===== src/rtl/rv32i_types.sv =====
// Shared pipeline types used by the memory-port arbiter.
//   arb_state_t : arbiter FSM state (idle, waiting on fetch, waiting on data)
//   mem_req_t   : one captured memory request (valid + address/masks/data)
package rv32i_types;

    typedef enum logic [1:0] {
        IDLE   = 2'd0,
        WAIT_I = 2'd1,
        WAIT_D = 2'd2
    } arb_state_t;

    typedef struct packed {
        logic        valid;
        logic [31:0] addr;
        logic [3:0]  rmask;
        logic [3:0]  wmask;
        logic [31:0] wdata;
    } mem_req_t;

endpackage


===== src/rtl/mem_port_arbiter_if.sv =====
// Bus bundle for mem_port_arbiter: fetch port, data port, backing-memory
// port and the sticky dmem error flag.
//   master : the pipeline / backing-memory side (drives requests, mem_rdata, mem_resp)
//   slave  : the arbiter side (drives responses and the mem_* request lines)
interface mem_port_arbiter_if;
    logic [31:0] imem_addr;
    logic [3:0]  imem_rmask;
    logic [31:0] imem_rdata;
    logic        imem_resp;

    logic [31:0] dmem_addr;
    logic [3:0]  dmem_rmask;
    logic [3:0]  dmem_wmask;
    logic [31:0] dmem_wdata;
    logic [31:0] dmem_rdata;
    logic        dmem_resp;
    logic        dmem_err;

    logic [31:0] mem_addr;
    logic [3:0]  mem_rmask;
    logic [3:0]  mem_wmask;
    logic [31:0] mem_wdata;
    logic [31:0] mem_rdata;
    logic        mem_resp;

    modport master (
        output imem_addr, imem_rmask, dmem_addr, dmem_rmask, dmem_wmask, dmem_wdata,
               mem_rdata, mem_resp,
        input  imem_rdata, imem_resp, dmem_rdata, dmem_resp, dmem_err,
               mem_addr, mem_rmask, mem_wmask, mem_wdata
    );

    modport slave (
        input  imem_addr, imem_rmask, dmem_addr, dmem_rmask, dmem_wmask, dmem_wdata,
               mem_rdata, mem_resp,
        output imem_rdata, imem_resp, dmem_rdata, dmem_resp, dmem_err,
               mem_addr, mem_rmask, mem_wmask, mem_wdata
    );
endinterface


===== src/rtl/arb_req_slot.sv =====
// Single-entry request capture register.
//   clk, rst  : clock, asynchronous active-high reset
//   req       : a new request is presented this cycle
//   req_data  : request contents to capture (valid field expected set)
//   clr       : the held request completes this cycle
//   slot      : held request
//   dup       : request arrived while a previous one is still held (dropped)
module arb_req_slot
    import rv32i_types::*;
(
    input  logic     clk,
    input  logic     rst,
    input  logic     req,
    input  mem_req_t req_data,
    input  logic     clr,
    output mem_req_t slot,
    output logic     dup
);

    // A request in the completion cycle refills the slot instead of being
    // treated as a duplicate.
    always_ff @(posedge clk or posedge rst) begin
        if (rst) begin
            slot <= '0;
        end else if (req && (!slot.valid || clr)) begin
            slot <= req_data;
        end else if (clr) begin
            slot.valid <= 1'b0;
        end
    end

    assign dup = req && slot.valid && !clr;

endmodule


===== src/rtl/mem_port_arbiter.sv =====
// Shares one backing-memory port between the fetch (imem) and data (dmem)
// ports. Requests are single-cycle mask pulses captured into one slot per
// port; dmem wins contention unless imem has lost STARVE_MAX times in a row.
//   clk, rst : clock, asynchronous active-high reset
//   bus      : mem_port_arbiter_if.slave (imem_*, dmem_*, mem_*, dmem_err)
module mem_port_arbiter
    import rv32i_types::*;
#(
    parameter int unsigned STARVE_MAX = 4
) (
    input  logic                clk,
    input  logic                rst,
    mem_port_arbiter_if.slave   bus
);

    localparam logic [3:0] STARVE_LIM = 4'(STARVE_MAX);

    arb_state_t  state, state_n;
    logic [3:0]  starve_cnt, starve_cnt_n;
    logic        dmem_err_q;

    mem_req_t    i_in, d_in, i_slot, d_slot;
    logic        i_req, d_req, clr_i, clr_d, d_dup, i_dup_unused;

    logic [31:0] mem_addr, mem_wdata, imem_rdata, dmem_rdata;
    logic [3:0]  mem_rmask, mem_wmask;
    logic        imem_resp, dmem_resp;
    logic        grant_i, grant_d;

    assign i_req = |bus.imem_rmask;
    assign d_req = (|bus.dmem_rmask) || (|bus.dmem_wmask);

    assign i_in = '{valid: 1'b1, addr: bus.imem_addr, rmask: bus.imem_rmask,
                    wmask: 4'h0, wdata: 32'h0};
    // Store takes precedence when both masks are set.
    assign d_in = '{valid: 1'b1, addr: bus.dmem_addr,
                    rmask: (|bus.dmem_wmask) ? 4'h0 : bus.dmem_rmask,
                    wmask: bus.dmem_wmask, wdata: bus.dmem_wdata};

    arb_req_slot u_i_slot (
        .clk(clk), .rst(rst), .req(i_req), .req_data(i_in),
        .clr(clr_i), .slot(i_slot), .dup(i_dup_unused)
    );

    arb_req_slot u_d_slot (
        .clk(clk), .rst(rst), .req(d_req), .req_data(d_in),
        .clr(clr_d), .slot(d_slot), .dup(d_dup)
    );

    always_ff @(posedge clk or posedge rst) begin
        if (rst) begin
            state      <= IDLE;
            starve_cnt <= '0;
            dmem_err_q <= 1'b0;
        end else begin
            state      <= state_n;
            starve_cnt <= starve_cnt_n;
            dmem_err_q <= dmem_err_q | d_dup;
        end
    end

    always_comb begin
        state_n      = state;
        starve_cnt_n = starve_cnt;
        grant_i      = 1'b0;
        grant_d      = 1'b0;
        clr_i        = 1'b0;
        clr_d        = 1'b0;
        mem_addr     = '0;
        mem_wdata    = '0;
        mem_rmask    = '0;
        mem_wmask    = '0;
        imem_resp    = 1'b0;
        dmem_resp    = 1'b0;
        imem_rdata   = '0;
        dmem_rdata   = '0;

        unique case (state)
            IDLE: begin
                grant_i = i_slot.valid && (!d_slot.valid || starve_cnt == STARVE_LIM);
                grant_d = d_slot.valid && !grant_i;
                if (grant_i) begin
                    mem_addr     = i_slot.addr;
                    mem_wdata    = i_slot.wdata;
                    mem_rmask    = i_slot.rmask;
                    mem_wmask    = i_slot.wmask;
                    starve_cnt_n = '0;
                    state_n      = WAIT_I;
                end else if (grant_d) begin
                    mem_addr  = d_slot.addr;
                    mem_wdata = d_slot.wdata;
                    mem_rmask = d_slot.rmask;
                    mem_wmask = d_slot.wmask;
                    if (i_slot.valid && starve_cnt != STARVE_LIM) begin
                        starve_cnt_n = starve_cnt + 4'd1;
                    end
                    state_n = WAIT_D;
                end
            end
            WAIT_I: begin
                mem_addr  = i_slot.addr;
                mem_wdata = i_slot.wdata;
                if (bus.mem_resp) begin
                    imem_resp  = 1'b1;
                    imem_rdata = bus.mem_rdata;
                    clr_i      = 1'b1;
                    state_n    = IDLE;
                end
            end
            WAIT_D: begin
                mem_addr  = d_slot.addr;
                mem_wdata = d_slot.wdata;
                if (bus.mem_resp) begin
                    dmem_resp  = 1'b1;
                    dmem_rdata = bus.mem_rdata;
                    clr_d      = 1'b1;
                    state_n    = IDLE;
                end
            end
            default: state_n = IDLE;
        endcase
    end

    assign bus.mem_addr   = mem_addr;
    assign bus.mem_wdata  = mem_wdata;
    assign bus.mem_rmask  = mem_rmask;
    assign bus.mem_wmask  = mem_wmask;
    assign bus.imem_resp  = imem_resp;
    assign bus.imem_rdata = imem_rdata;
    assign bus.dmem_resp  = dmem_resp;
    assign bus.dmem_rdata = dmem_rdata;
    assign bus.dmem_err   = dmem_err_q;

endmodule


===== src/flat_wrapper.sv =====
// flat-port wrapper written by rule: the top's interface ports become plain ports
module mem_port_arbiter_flat import rv32i_types::*;
#(
    parameter int unsigned STARVE_MAX = 4
)
  (clk, rst, bus_imem_addr, bus_imem_rmask, bus_dmem_addr, bus_dmem_rmask, bus_dmem_wmask, bus_dmem_wdata, bus_mem_rdata, bus_mem_resp, bus_imem_rdata, bus_imem_resp, bus_dmem_rdata, bus_dmem_resp, bus_dmem_err, bus_mem_addr, bus_mem_rmask, bus_mem_wmask, bus_mem_wdata);
  mem_port_arbiter_if bus_i ();
  input  logic clk;
  input  logic rst;
  input wire logic [$bits(bus_i.imem_addr)-1:0] bus_imem_addr;
  input wire logic [$bits(bus_i.imem_rmask)-1:0] bus_imem_rmask;
  input wire logic [$bits(bus_i.dmem_addr)-1:0] bus_dmem_addr;
  input wire logic [$bits(bus_i.dmem_rmask)-1:0] bus_dmem_rmask;
  input wire logic [$bits(bus_i.dmem_wmask)-1:0] bus_dmem_wmask;
  input wire logic [$bits(bus_i.dmem_wdata)-1:0] bus_dmem_wdata;
  input wire logic [$bits(bus_i.mem_rdata)-1:0] bus_mem_rdata;
  input wire logic [$bits(bus_i.mem_resp)-1:0] bus_mem_resp;
  output wire logic [$bits(bus_i.imem_rdata)-1:0] bus_imem_rdata;
  output wire logic [$bits(bus_i.imem_resp)-1:0] bus_imem_resp;
  output wire logic [$bits(bus_i.dmem_rdata)-1:0] bus_dmem_rdata;
  output wire logic [$bits(bus_i.dmem_resp)-1:0] bus_dmem_resp;
  output wire logic [$bits(bus_i.dmem_err)-1:0] bus_dmem_err;
  output wire logic [$bits(bus_i.mem_addr)-1:0] bus_mem_addr;
  output wire logic [$bits(bus_i.mem_rmask)-1:0] bus_mem_rmask;
  output wire logic [$bits(bus_i.mem_wmask)-1:0] bus_mem_wmask;
  output wire logic [$bits(bus_i.mem_wdata)-1:0] bus_mem_wdata;
  assign bus_i.imem_addr = bus_imem_addr;
  assign bus_i.imem_rmask = bus_imem_rmask;
  assign bus_i.dmem_addr = bus_dmem_addr;
  assign bus_i.dmem_rmask = bus_dmem_rmask;
  assign bus_i.dmem_wmask = bus_dmem_wmask;
  assign bus_i.dmem_wdata = bus_dmem_wdata;
  assign bus_i.mem_rdata = bus_mem_rdata;
  assign bus_i.mem_resp = bus_mem_resp;
  assign bus_imem_rdata = bus_i.imem_rdata;
  assign bus_imem_resp = bus_i.imem_resp;
  assign bus_dmem_rdata = bus_i.dmem_rdata;
  assign bus_dmem_resp = bus_i.dmem_resp;
  assign bus_dmem_err = bus_i.dmem_err;
  assign bus_mem_addr = bus_i.mem_addr;
  assign bus_mem_rmask = bus_i.mem_rmask;
  assign bus_mem_wmask = bus_i.mem_wmask;
  assign bus_mem_wdata = bus_i.mem_wdata;
  mem_port_arbiter #(.STARVE_MAX(STARVE_MAX)) u_core (.clk(clk), .rst(rst), .bus(bus_i));
endmodule

===== config.mk =====
export PLATFORM = sky130hd
export DESIGN_NAME = mem_port_arbiter_flat
export DESIGN_NICKNAME = d
export VERILOG_FILES = /design/src/rtl/rv32i_types.sv /design/src/rtl/mem_port_arbiter_if.sv /design/src/rtl/arb_req_slot.sv /design/src/rtl/mem_port_arbiter.sv /design/src/flat_wrapper.sv
export SDC_FILE = /design/constraint.sdc
export NUM_CORES = 1
export LEC_CHECK = 0
export ABC_AREA = 1
export BUFFER_PORTS_ARGS = -buffer_cell sky130_fd_sc_hd__buf_2
export CAP_MARGIN = 10
export CORE_MARGIN = 3
export CORE_UTILIZATION = 47
export CTS_CLUSTER_DIAMETER = 150
export CTS_CLUSTER_SIZE = 40
export DETAILED_ROUTE_END_ITERATION = 8
export GPL_TIMING_DRIVEN = 1
export PLACE_DENSITY = 0.91
export SLEW_MARGIN = 25
export SYNTH_ARGS = -nofsm -noshare
export SYNTH_HDL_FRONTEND = slang
export SYNTH_SLANG_ARGS = --single-unit

===== constraint.sdc =====
create_clock -name clk -period 4.51 [get_ports clk]
set_input_delay 0.2255 -clock clk [delete_from_list [all_inputs] [get_ports clk]]
set_output_delay 0.2255 -clock clk [all_outputs]
set_load 0.1 [all_outputs]

## Word-level counts from Yosys, hierarchy flattened

Cells that the tools add are included.
Widths: inputs -> output; s select.

| cells by class | value |
|---|---|
| add/subtract/negate cells | 1 |
| equality and inequality tests | 6 |
| mux-type cells | 30 |
| bitwise logic cells | 1 |
| reduce and logical (&&, ||, !) cells | 26 |

Operator list:

| cell | number |
|---|---|
| $mux 32 | 7 |
| $pmux 32 s3 | 1 |
| $pmux 32 s2 | 1 |
| $mux 4 | 10 |
| $reduce_or 4->1 | 3 |
| $reduce_bool 2->1 | 4 |
| $logic_and 1x1->1 | 7 |
| $mux 1 | 7 |
| $mux 2 | 3 |
| $add 4x1->4 const B | 1 |
| $eq 4x3->1 const B | 1 |
| $logic_not 1->1 | 4 |
| $logic_or 1x1->1 | 4 |
| $ne 4x3->1 const B | 1 |
| $pmux 2 s2 | 1 |
| $ne 3x1->1 const B | 1 |
| $reduce_and 3->1 | 1 |
| $eq 2x1->1 const B | 1 |
| $eq 2x2->1 const B | 1 |
| $logic_not 2->1 | 1 |
| $ne 2x1->1 const B | 1 |
| $reduce_and 2->1 | 1 |
| $reduce_or 2->1 | 1 |
| $or 1x1->1 | 1 |

| word-level totals | value |
|---|---|
| bits in registers | 117 |
| input port bits | 143 |
| output and inout bits | 139 |
| logic and storage cells | 75 |

## Depth between registers and ports, before layout

Gate-level depths: netlist of the first run.

| logic depth | value |
|---|---|
| word-level depth | 8 |
| mapped depth | 11 |
| gate-level depth less buffers | 9 |

## Cells and area by module

A second synthesis of the first run with hierarchy kept.

| second synthesis, totals | value |
|---|---|
| cell total of the unflattened synthesis | 1056 |
| area, all modules | 8101.5 um^2 |

By module, submodules not included:

| module | instances | cells each | area an instance (um^2) | seq. area each (um^2) |
|---|---|---|---|---|
| arb_req_slot | 2 | 320 | 2995.4 | 1826.8 |
| mem_port_arbiter | 1 | 416 | 2110.8 | 175.2 |

## Worst setup path after synthesis of the first run

Ideal clock, no wire load.

| timing path | value |
|---|---|
| path kind | register to output |
| start point | reg u_core.state[0] |
| end point | out bus_mem_addr[0] |
| arrival time | 2.766 ns |
| data required time | 4.285 ns |
| path slack | 1.518 ns |
| cell stages (with the launch flop) | 10 |
| cells stage by stage | dfrtp_1 inv_1 ha_1 nand2_1 inv_2 nand2_1 nand2_1 buf_2 nand2_1 a21oi_1 |

| on the way | value |
|---|---|
| cells in the longest elaborated chain, start to end | 2 |
| elaborated cells on any way between the ends | 4 |
| classes of those cells | eq/ne (2); mux (1); reduce/logical (1) |

Ends and longest elaborated chain:

| element | line | RTL |
|---|---|---|
| start, declared | mem_port_arbiter.sv:18 | `arb_state_t state, state_n;` |
| start signal, assigned | mem_port_arbiter.sv:56 | `state <= state_n;` |
| $eq 2x2->1 (tied with other cells) | mem_port_arbiter.sv:78 | `unique case (state)` |
| $pmux 32 s3 * | mem_port_arbiter.sv:78 |  |
| end, declared | flat_wrapper.sv:23 | `output wire logic [$bits(bus_i.mem_addr)-1:0] bus_mem_addr;` |

Every way passes the cells marked *; elsewhere a longest branch is shown, timed or not.

## Worst setup path in the final report of the first run

| timing path | value |
|---|---|
| start point | reg u_core.starve_cnt[0] |
| end point | out bus_mem_wdata[5] |

| on the way | value |
|---|---|
| cells in the longest elaborated chain, start to end | 8 |

Ends and longest elaborated chain:

| element | line | RTL |
|---|---|---|
| start, declared | mem_port_arbiter.sv:19 | `logic [3:0] starve_cnt, starve_cnt_n;` |
| start signal, assigned | mem_port_arbiter.sv:57 | `starve_cnt <= starve_cnt_n;` |
| $eq 4x3->1 * | mem_port_arbiter.sv:80 | `grant_i = i_slot.valid && (!d_slot.valid \|\| starve_cnt == STARVE_LIM);` |
| $logic_or 1x1->1 * | mem_port_arbiter.sv:80 |  |
| $logic_and 1x1->1 * | mem_port_arbiter.sv:80 |  |
| $logic_not 1->1 | mem_port_arbiter.sv:81 | `grant_d = d_slot.valid && !grant_i;` |
| $logic_and 1x1->1 | mem_port_arbiter.sv:81 |  |
| $mux 32 | mem_port_arbiter.sv:89 | `end else if (grant_d) begin` |
| $mux 32 * | mem_port_arbiter.sv:82 | `if (grant_i) begin` |
| $pmux 32 s2 * | mem_port_arbiter.sv:78 |  |
| end, declared | flat_wrapper.sv:26 | `output wire logic [$bits(bus_i.mem_wdata)-1:0] bus_mem_wdata;` |

Marks and branches as above.

==> flow_summary_export.csv, run 1 <==
group,metric,value,unit
global_route,gr-total-overflow,0,
logic_synthesis,yosysWarnings,0,
setup_path,start_kind,"flop",
setup_path,r2r_start,"u_core.state[0]$_DFFE_PP0P_",
cts,h-tree-depth,4,
floorplan,coreArea,0.0118,mm2
setup_path,reg2regPathDepth,8,
logic_synthesis,yosysSeqAreaShare,50.5,%
final_layout,drive_gt1_share,30.2,%
timing,finalWorstSetupSlack,1.10,ns
setup_path,worstSetupPathType,"flop to output port",
placed_design,routabilityCongestion,0.903,
final_layout,antenna_cells,0,
routing,postRouteAntennaNets,0,
setup_path,path_common_cell,"nand2_2",
cts,cts_resized,0,
timing,hold-worst-slack,-0.0132,ns
cts,postCtsSetupBuffers,0,
run,drv_cap,0,
logic_synthesis,synth.ff_latch_count,117,
floorplan,start_util,49.3,%
routing,route.vias.total,5981,
timing,worstMarginPinSlew,0.952,ns
global_route,track_usage,24.8,%
global_route,top_usage_layer,"met2",
setup_path,r2r_end,"u_core.u_d_slot.slot[11]$_DFFE_PP0P_",
placed_design,port_buffers,281,
timing,fin_skew,0.00409,ns
setup_path,end_kind,"output port",
routing,drtPass1Iterations,5,
global_route,grt_max_degree,110,
setup_path,crit_path_max_incr_delay,0.53,ns
logic_synthesis,synthCells,797,
floorplan,io_pins,282,
floorplan,die_h,117,um
routing,drt_iter0_markers,320,
timing,rsz0062_at_grt,"false",
timing,post-route-period-util,75.5,%
timing,drv_slew,0,
timing,slew-limit-headroom,36.5,%
setup_path,crit_arrival,3.18,ns
timing,hold_violations,12,
cts,cts_buffers,17,
hold_path,hold_path.class,"primary input to async pin",
setup_path,crit_fanout,32,
final_layout,syn_to_final_growth,35.5,%
routing,routed_via_density,4.82,
floorplan,rows,39,
floorplan,die_x,117,um
logic_synthesis,postSynthNetCount,946,
global_route,grt_pass1_wl,26.1,mm
routing,drc_errors,0,
floorplan,die_area,0.0137,mm2
global_route,met1_usage,27.4,%
placed_design,dp_hpwl,12.4,mm
cts,clk_latency,0.41,ns
placed_design,dp_slack,1.57,ns
setup_path,crit_buf_inv,3,
cts,holdBufCountCts,5,
global_route,grt_use_met2,45.2,%
routing,wl_per_cell,13.9,um
cts,cts.sinks,117,
cts,cts_tree,"built",
cts,cts_root_buf,"clkbuf_16",
final_layout,layout.nets,1215,
global_route,grt_pass1_vias,5588,
logic_synthesis,syn-cell-area,0.00580,mm2
logic_synthesis,synthDistinctLibCells,24,
cts,clk_pin_slew,0.05,ns
timing,tns,0,ns
logic_synthesis,syn_area_per_cell,7.28,um2
setup_path,crit_chain,"inv_1 > ha_1 > nand3_1 > nand2_1 > nand2_2 > nand2_2 > nand2_2 > inv_2 > nor2_1 > buf_2",
setup_path,cp.required,4.28,ns
timing,fin_crit,3.41,ns
global_route,grtUsageMet3,6.27,%
cts,clk_path_buf_depth,2,
setup_path,path_delay_family,"simple AND/OR/NAND/NOR gates",
run_status,violations,"hold timing",
setup_path,crit_slowest_cell,"nand2_2",
timing,fmax,294,MHz
routing,finalWirelength,17.2,mm
global_route,antenna_found_initial,0,
setup_path,r2r_slack,1.93,ns
timing,setup_viol,0,
run_status,status,"finished, violations left",
worst max path at each step:
stage	from	to	slack, ns	cells after the start
after floorplan	rst	u_core.bus.dmem_err$_DFF_PP0_	1.18	1
after global placement	u_core.starve_cnt[0]$_DFFE_PP0P_	bus_mem_wdata[5]	1.61	10
after detailed placement	u_core.starve_cnt[0]$_DFFE_PP0P_	bus_mem_wdata[5]	1.57	10
after CTS	u_core.starve_cnt[0]$_DFFE_PP0P_	bus_mem_wdata[5]	1.10	10
after global routing	u_core.starve_cnt[0]$_DFFE_PP0P_	bus_mem_wdata[5]	0.85	10
final	u_core.starve_cnt[0]$_DFFE_PP0P_	bus_mem_wdata[5]	1.10	10
cell usage in the layout (no fill, tap or decap):
master / netlist / routed
buf_2: 17 / 281
nand2_1: 259 / 257
inv_1: 126 / 125
dfrtp_1: 117 / 117
nor2_1: 108 / 108
o21ai_0: 75 / 75
a21oi_1: 32 / 32
clkbuf_16: 0 / 17
nand3_1: 15 / 15
clkbuf_8: 0 / 7
nand2_2: 4 / 6
ha_1: 6 / 6
dlygate4sd3_1: 0 / 5
inv_2: 4 / 4
buf_4: 4 / 4
clkbuf_1: 13 / 3
nand4_1: 2 / 2
nor3_1: 2 / 2
clkinv_2: 0 / 2
nor2_4: 0 / 1
a22oi_1: 1 / 1
xnor2_1: 1 / 1
o21ai_4: 0 / 1
o22ai_1: 1 / 1
nand3b_1: 1 / 1
o21bai_1: 1 / 1
inv_4: 0 / 1
bufinv_16: 0 / 1
per-layer routing:
layer	part of all wire, %	wire, um
met5	0	0
met4	2.5	437
met3	6.9	1180
met2	54	9220
met1	37	6370
stage by stage:
stage	std cells	hold slack (ns)	utilization, %	instance area (um2)
after floorplan	797	0.342	-	5800
after global placement	1206	0.427	61.5	7240
after detailed placement	1206	0.428	61.5	7240
after CTS	1241	0.000255	66.8	7860
after global routing	1241	0.00590	66.9	7860
final	1241	-0.0132	66.9	7860
synth_stat cells, drive strengths merged:
| cell | n | area, um2 |
|---|---|---|
| nand3 | 15 | 75.1 |
| o21ai | 76 | 384 |
| xnor2 | 1 | 8.76 |
| ha | 6 | 75.1 |
| dfrtp | 117 | 2930 |
| buf | 27 | 175 |
| a22oi | 1 | 7.51 |
| nand4 | 2 | 12.5 |
| o21bai | 1 | 7.51 |
| clkbuf | 13 | 48.8 |
| nand3b | 1 | 7.51 |
| nand2 | 263 | 997 |
| nor3 | 2 | 10.0 |
| a21oi | 32 | 160 |
| o22ai | 1 | 6.26 |
| inv | 130 | 488 |
| nor2 | 109 | 412 |
kinds of logic after synthesis:
group / after synthesis / share of synthesized area [%]
AO/OA/AOI/OAI: 111 / 9.75
XOR/XNOR: 1 / 0.151
adder cells (fa/ha/maj): 6 / 1.29
buffers and inverters: 170 / 12.3
flip-flops: 117 / 50.5
AND/OR/NAND/NOR: 392 / 26.1
state kept, by name, indices dropped and copies added, names as in the netlist:
| signal | count |
|---|---|
| u_core.u_d_slot.slot | 73 |
| u_core.starve_cnt | 4 |
| u_core.state | 2 |
| u_core.u_i_slot.slot | 37 |
| u_core.bus.dmem_err | 1 |
worst reg2reg max path, delay by kind of cell, from the launching register on:
family                     cells  cell delay (ns)
DFF                            1             0.40
adders and majority gates      1             0.20
and+or+nand+nor                3             0.54
AOI/OAI and AO/OA              1             0.26
buffers and inverters          3             1.00
layout make-up:
class	count	area, um2
fill	1003	3900
clock buffer	27	533
multi-input combinational	510	2180
clock inverter	3	40.0
tap	164	205
inverter	130	490
sequential	117	2930
timing repair buffer	290	1490
Power of run 1 is not shown: default switching activity piles up to over one toggle a cycle in this logic, so the estimate is an artifact.
==> run 2, diff against run 1 <==
--- a/config.mk
+++ b/config.mk
@@ -9,12 +9,12 @@
 export BUFFER_PORTS_ARGS = -buffer_cell sky130_fd_sc_hd__buf_2
 export CAP_MARGIN = 10
 export CORE_MARGIN = 3
-export CORE_UTILIZATION = 47
+export CORE_UTILIZATION = 42
 export CTS_CLUSTER_DIAMETER = 150
 export CTS_CLUSTER_SIZE = 40
 export DETAILED_ROUTE_END_ITERATION = 8
 export GPL_TIMING_DRIVEN = 1
-export PLACE_DENSITY = 0.91
+export PLACE_DENSITY = 0.87
 export SLEW_MARGIN = 25
 export SYNTH_ARGS = -nofsm -noshare
 export SYNTH_HDL_FRONTEND = slang
==> constraint.sdc (replaced) <==
create_clock -name clk -period 2.82 [get_ports clk]
set_input_delay 0.141 -clock clk [delete_from_list [all_inputs] [get_ports clk]]
set_output_delay 0.141 -clock clk [all_outputs]
set_load 0.1 [all_outputs]
==> run 2 against run 1 <==
Effect of this change: hold slack better by 0.029 ns; the run now ends clean; cell count is 9.3% higher; global-route usage is 5.0 points higher; register-to-register slack worse by 1.1 ns; wire length is 31% higher; sequential cell count stayed put; core utilization is 7.4 points higher; die area is 11% higher; critical path depth stayed put; clock-buffer cell count is 7 lower.
==> flow_summary_export.csv, run 2 (synthesis gave the netlist of run 1 again) <==
group,metric,value,unit
run_status,status,"complete, no violations",
final_layout,syn_to_final_growth,71.5,%
setup_path,start_kind,"flop",
hold_path,min_from,"bus_imem_rmask[1]",
final_layout,largest_reg_flops,73,
setup_path,crit_arrival,2.52,ns
routing,drt_iter0_markers,388,
floorplan,die_x,124,um
placed_design,dp_hpwl,13.6,mm
global_route,track_usage,29.8,%
routing,wl_per_cell,16.6,um
floorplan,rows,42,
routing,postRouteAntennaNets,0,
setup_path,crit_fanout,31,
timing,fin_crit,2.67,ns
timing,slew-limit-headroom,38.4,%
final_layout,drive_gt1_share,31.0,%
placed_design,dp_cells,1223,
final_layout,stdcell_count,1356,
final_layout,layout.nets,1312,
placed_design,routabilityCongestion,0.882,
run,drv_cap,0,
timing,drv_slew,0,
global_route,gr-total-overflow,0,
cts,cts_tree,"built",
global_route,antenna_found_initial,2,
routing,drc_errors,0,
cts,cts_root_buf,"clkbuf_16",
final_layout,final_cell_mix,"nand2_1 (259), buf_2 (218), inv_1 (125), dfrtp_1 (117), nor2_1 (108)",
final_layout,reg.largest.list,"u_core.u_d_slot.slot: 73 flops, u_core.u_i_slot.slot: 37 flops, u_core.starve_cnt: 4 flops",
cts,cts_buffers,17,
global_route,grt_max_degree,110,
setup_path,crit_path_start,"u_core.state[1]$_DFFE_PP0P_",
routing,finalWirelength,22.5,mm
cts,clk_path_buf_depth,2,
placed_design,port_buffers,281,
timing,post-route-period-util,94.5,%
global_route,grt_pass1_vias,6920,
floorplan,die_h,124,um
timing,setup_viol,0,
floorplan,coreArea,0.0134,mm2
final_layout,layout_commonest_cell,"nand2_1",
cts,cts.sinks,117,
cts,clk_pin_slew,0.05,ns
timing,fmax,375,MHz
setup_path,r2r_start,"u_core.state[1]$_DFFE_PP0P_",
global_route,grt_pass1_wl,34.4,mm
setup_path,end_kind,"output port",
routing,drtPass1Iterations,5,
hold_path,hold_path.class,"primary input to flop",
floorplan,start_util,43.3,%
floorplan,io_pins,282,
setup_path,cp.required,2.68,ns
timing,worstMarginPinSlew,0.924,ns
timing,fin_skew,0.00961,ns
final_layout,regMostFlops,"u_core.u_d_slot.slot",
floorplan,die_area,0.0153,mm2
setup_path,worstSetupPathType,"flop to output port",
routing,routed_via_density,4.91,
cts,clk_latency,0.41,ns
timing,hold_violations,0,
routing,route.vias.total,6663,
cts,h-tree-depth,4,
final_layout,post-route-util,74.3,%
-- run 2: cell count changes in the layout (fill, tap and decap cells not counted), moves of 2 or more --
cell and delta:
a21oi_2 +30, clkinv_2 +2, buf_2 -63, nand2_2 -2, diode_2 +4, a21oi_1 -30, clkbuf_8 -4, nand2_1 +2
dlygate4sd3_1 +92, buf_12 +64, buf_4 +2, clkbuf_1 -3, clkinvlp_4 +5
-- run 2: critical path, stage by stage (launching register included) --
cell	delay, ns
dfrtp_1	0.42
inv_1	0.12
ha_1	0.26
nand2_1	0.07
inv_1	0.17
nand2_2	0.12
nand2_2	0.12
buf_8	0.24
nand2_1	0.10
a21oi_2	0.26
buf_12	0.21
-- run 2: final cells by class --
type	instances	area [um2]
repair buffers	387	3410
diodes	4	10.0
clock buffers	20	467
well taps	176	220
inverters	130	494
fillers	869	3450
multi-input cells	510	2290
clock inverters	12	128
flip-flops and latches	117	2930
-- run 2: final timing paths --
| path | to | depth (start not counted) | slack [ns] |
|---|---|---|---|
| setup / recovery | bus_mem_addr[4] | 10 | 0.15 |
| hold / removal | u_core.u_i_slot.slot[37]$_DFFE_PP0P_ | 3 | 0.02 |
| setup reg to reg | u_core.u_i_slot.slot[49]$_DFFE_PP0P_ | 8 | 0.79 |
| hold reg to reg | u_core.bus.dmem_err$_DFF_PP0_ | 1 | 0.47 |
| max in group asynchronous | u_core.u_i_slot.slot[38]$_DFFE_PP0P_ | 4 | 1.60 |
| min in group asynchronous | u_core.u_d_slot.slot[24]$_DFFE_PP0P_ | 4 | 0.49 |
-- run 2: routing by layer --
| metal | share of wire [%] | vias to the layer above | GRT usage (%) |
|---|---|---|---|
| li1 | - | 3116 | - |
| met1 | 34 | 3135 | 30.0 |
| met2 | 54 | 333 | 55.6 |
| met3 | 7.0 | 79 | 8.01 |
| met4 | 4.9 | 0 | 15.8 |
| met5 | 0 | - | 0 |
-- run 2: repair_timing --
action,CTS,global route
gates resized for setup,0,5
hold buffers,97,0
endpoints found under the setup margin,0,30
endpoints found under the hold margin,141,0
buffers inserted,0,0
-- run 2: stage by stage --
stage | instance area (um2) | setup slack [ns] | hold slack (ns) | setup TNS [ns]
after floorplan | 5920 | 0.0583 | 0.258 | 0
after global placement | 8360 | 0.625 | 0.342 | 0
after detailed placement | 8360 | 0.555 | 0.349 | 0
after CTS | 9930 | 0.109 | 0.00222 | 0
after global routing | 9950 | -0.00826 | 0.00528 | -0.00826
final | 9950 | 0.154 | 0.0154 | 0
Power of run 2 is left out for the same reason.
==> run 3, diff against run 2 <==
--- a/config.mk
+++ b/config.mk
@@ -9,12 +9,13 @@
 export BUFFER_PORTS_ARGS = -buffer_cell sky130_fd_sc_hd__buf_2
 export CAP_MARGIN = 10
 export CORE_MARGIN = 3
-export CORE_UTILIZATION = 42
+export CORE_UTILIZATION = 47
 export CTS_CLUSTER_DIAMETER = 150
 export CTS_CLUSTER_SIZE = 40
 export DETAILED_ROUTE_END_ITERATION = 8
 export GPL_TIMING_DRIVEN = 1
-export PLACE_DENSITY = 0.87
+export MAX_ROUTING_LAYER = met4
+export PLACE_DENSITY = 0.91
 export SLEW_MARGIN = 25
 export SYNTH_ARGS = -nofsm -noshare
 export SYNTH_HDL_FRONTEND = slang
==> constraint.sdc (replaced) <==
create_clock -name clk -period 2.95 [get_ports clk]
set_input_delay 0.1475 -clock clk [delete_from_list [all_inputs] [get_ports clk]]
set_output_delay 0.1475 -clock clk [all_outputs]
set_load 0.1 [all_outputs]
==> run 3 against run 2 <==
Effect of this change: sequential cell count is the same; clock-buffer cell count did not move; sequential share of layout area rose by 2.4 points; largest cell class is now registers.
==> flow_summary_export.csv, run 3 (synthesis gave the netlist of run 1 again) <==
group,metric,value,unit
cts,cts_buffers,17,
final_layout,layout_commonest_cell,"nand2_1",
final_layout,final_cell_mix,"nand2_1 (259), buf_2 (225), inv_1 (125), dfrtp_1 (117), nor2_1 (108)",
final_layout,layout.nets,1285,
routing,drc_errors,0,
placed_design,routabilityCongestion,0.894,
routing,wl_per_cell,15.6,um
setup_path,start_kind,"flop",
cts,cts_tree,"built",
global_route,antenna_found_initial,2,
final_layout,largest_reg_flops,73,
setup_path,crit_fanout,20,
cts,clk_latency,0.39,ns
setup_path,cp.required,2.80,ns
final_layout,stdcell_count,1317,
placed_design,port_buffers,281,
routing,drt_iter0_markers,408,
global_route,gr-total-overflow,0,
placed_design,dp_cells,1212,
timing,post-route-period-util,95.5,%
final_layout,regMostFlops,"u_core.u_d_slot.slot",
floorplan,start_util,49.3,%
floorplan,io_pins,282,
cts,cts.sinks,117,
floorplan,die_h,117,um
placed_design,postPlaceCellArea,0.00780,mm2
timing,drv_slew,0,
cts,postCtsSetupBuffers,0,
floorplan,rows,39,
global_route,grt_pass1_wl,31.0,mm
floorplan,die_area,0.0137,mm2
global_route,track_usage,30.5,%
cts,cts_root_buf,"clkbuf_16",
setup_path,crit_slowest_cell,"dfrtp_1",
final_layout,post-route-util,78.2,%
routing,postRouteAntennaNets,0,
global_route,grt_max_degree,84,
timing,fin_crit,2.82,ns
floorplan,die_x,117,um
cts,clk_pin_slew,0.06,ns
timing,hold_violations,0,
final_layout,reg.largest.list,"u_core.u_d_slot.slot: 73 flops, u_core.u_i_slot.slot: 37 flops, u_core.starve_cnt: 4 flops",
routing,drtPass1Iterations,5,
timing,setup_viol,0,
setup_path,worstSetupPathType,"flop to output port",
routing,finalWirelength,20.5,mm
routing,route.vias.total,6443,
timing,worstMarginPinSlew,0.698,ns
setup_path,end_kind,"output port",
run_status,status,"complete, no violations",
setup_path,crit_chain,"inv_1 > ha_1 > nand2_1 > inv_1 > nand2_2 > nand2_4 > buf_4 > nand2_1 > a21oi_1 > clkbuf_4",
timing,slew-limit-headroom,53.4,%
routing,routed_via_density,4.89,
run,drv_cap,0,
timing,fmax,355,MHz
final_layout,drive_gt1_share,29.0,%
timing,fin_skew,0.00905,ns
cts,h-tree-depth,4,
placed_design,dp_hpwl,13.2,mm
floorplan,coreArea,0.0118,mm2
setup_path,crit_path_max_incr_delay,0.40,ns
cts,clk_path_buf_depth,2,
final_layout,design_area,0.00920,mm2
final_layout,syn_to_final_growth,58.6,%
hold_path,hold_path.class,"primary input to flop",
setup_path,crit_arrival,2.67,ns
global_route,grt_pass1_vias,6325,
-- run 3: changes by cell type in the layout (fill, tap and decap cells not counted), sizes merged --
cell	change
dlygate4sd3	-29
buf	-18
inv	-1
bufinv	+2
clkinvlp	-1
clkbuf	+20
-- run 3: through the flow --
step / worst slack, ns / hold slack, ns / setup TNS [ns]
global placement: 0.587 / 0.346 / 0
CTS: 0.0349 / 0.00203 / 0
floorplan: 0.0364 / 0.264 / 0
global route: -0.0217 / 0.0111 / -0.0332
finish: 0.133 / 0.0119 / 0
detailed placement: 0.485 / 0.352 / 0
-- run 3: critical path: cells and delay by family, from the launching register on --
family	cells	cell delay [ns]
buf+inv	4	0.90
fa+ha+maj	1	0.25
flops	1	0.40
simple gates	4	0.51
compound gates	1	0.20
-- run 3: worst paths after layout --
| path | start | endpoint | slack [ns] | depth (start not counted) |
|---|---|---|---|---|
| max | u_core.state[0]$_DFFE_PP0P_ | bus_mem_addr[31] | 0.13 | 10 |
| min | bus_imem_addr[12] | u_core.u_i_slot.slot[52]$_DFFE_PP0P_ | 0.01 | 3 |
| max reg2reg | u_core.state[0]$_DFFE_PP0P_ | u_core.u_d_slot.slot[3]$_DFFE_PP0P_ | 0.51 | 9 |
| min reg2reg | u_core.u_d_slot.slot[68]$_DFFE_PP0P_ | u_core.u_d_slot.slot[68]$_DFFE_PP0P_ | 0.48 | 2 |
| max in group asynchronous | rst | u_core.u_i_slot.slot[42]$_DFFE_PP0P_ | 1.84 | 5 |
| min in group asynchronous | rst | u_core.u_d_slot.slot[29]$_DFFE_PP0P_ | 0.33 | 3 |
-- run 3: timing repair --
action | 4_1_cts | 5_1_grt
resized for setup | 0 | 25
endpoints found under the setup margin | 0 | 56
hold buffers | 68 | 0
hold endpoints to repair | 74 | 0
-- run 3: cell type report --
| cell class | count | area (um2) |
|---|---|---|
| repair buffers | 360 | 2760 |
| well taps | 164 | 205 |
| flip-flops and latches | 117 | 2930 |
| multi-input cells | 510 | 2180 |
| fillers | 756 | 2560 |
| diodes | 4 | 10.0 |
| clock buffers | 20 | 447 |
| clock inverters | 12 | 179 |
| inverters | 130 | 492 |
-- run 3: routing by layer --
metal	track usage, %	vias to the layer above	wire length (um)
met5	-	-	0
met4	18.8	0	1260
met3	4.78	98	1160
met2	54.8	348	11200
met1	30.9	2937	6940
li1	-	3060	-
Power of run 3 is left out for the same reason.
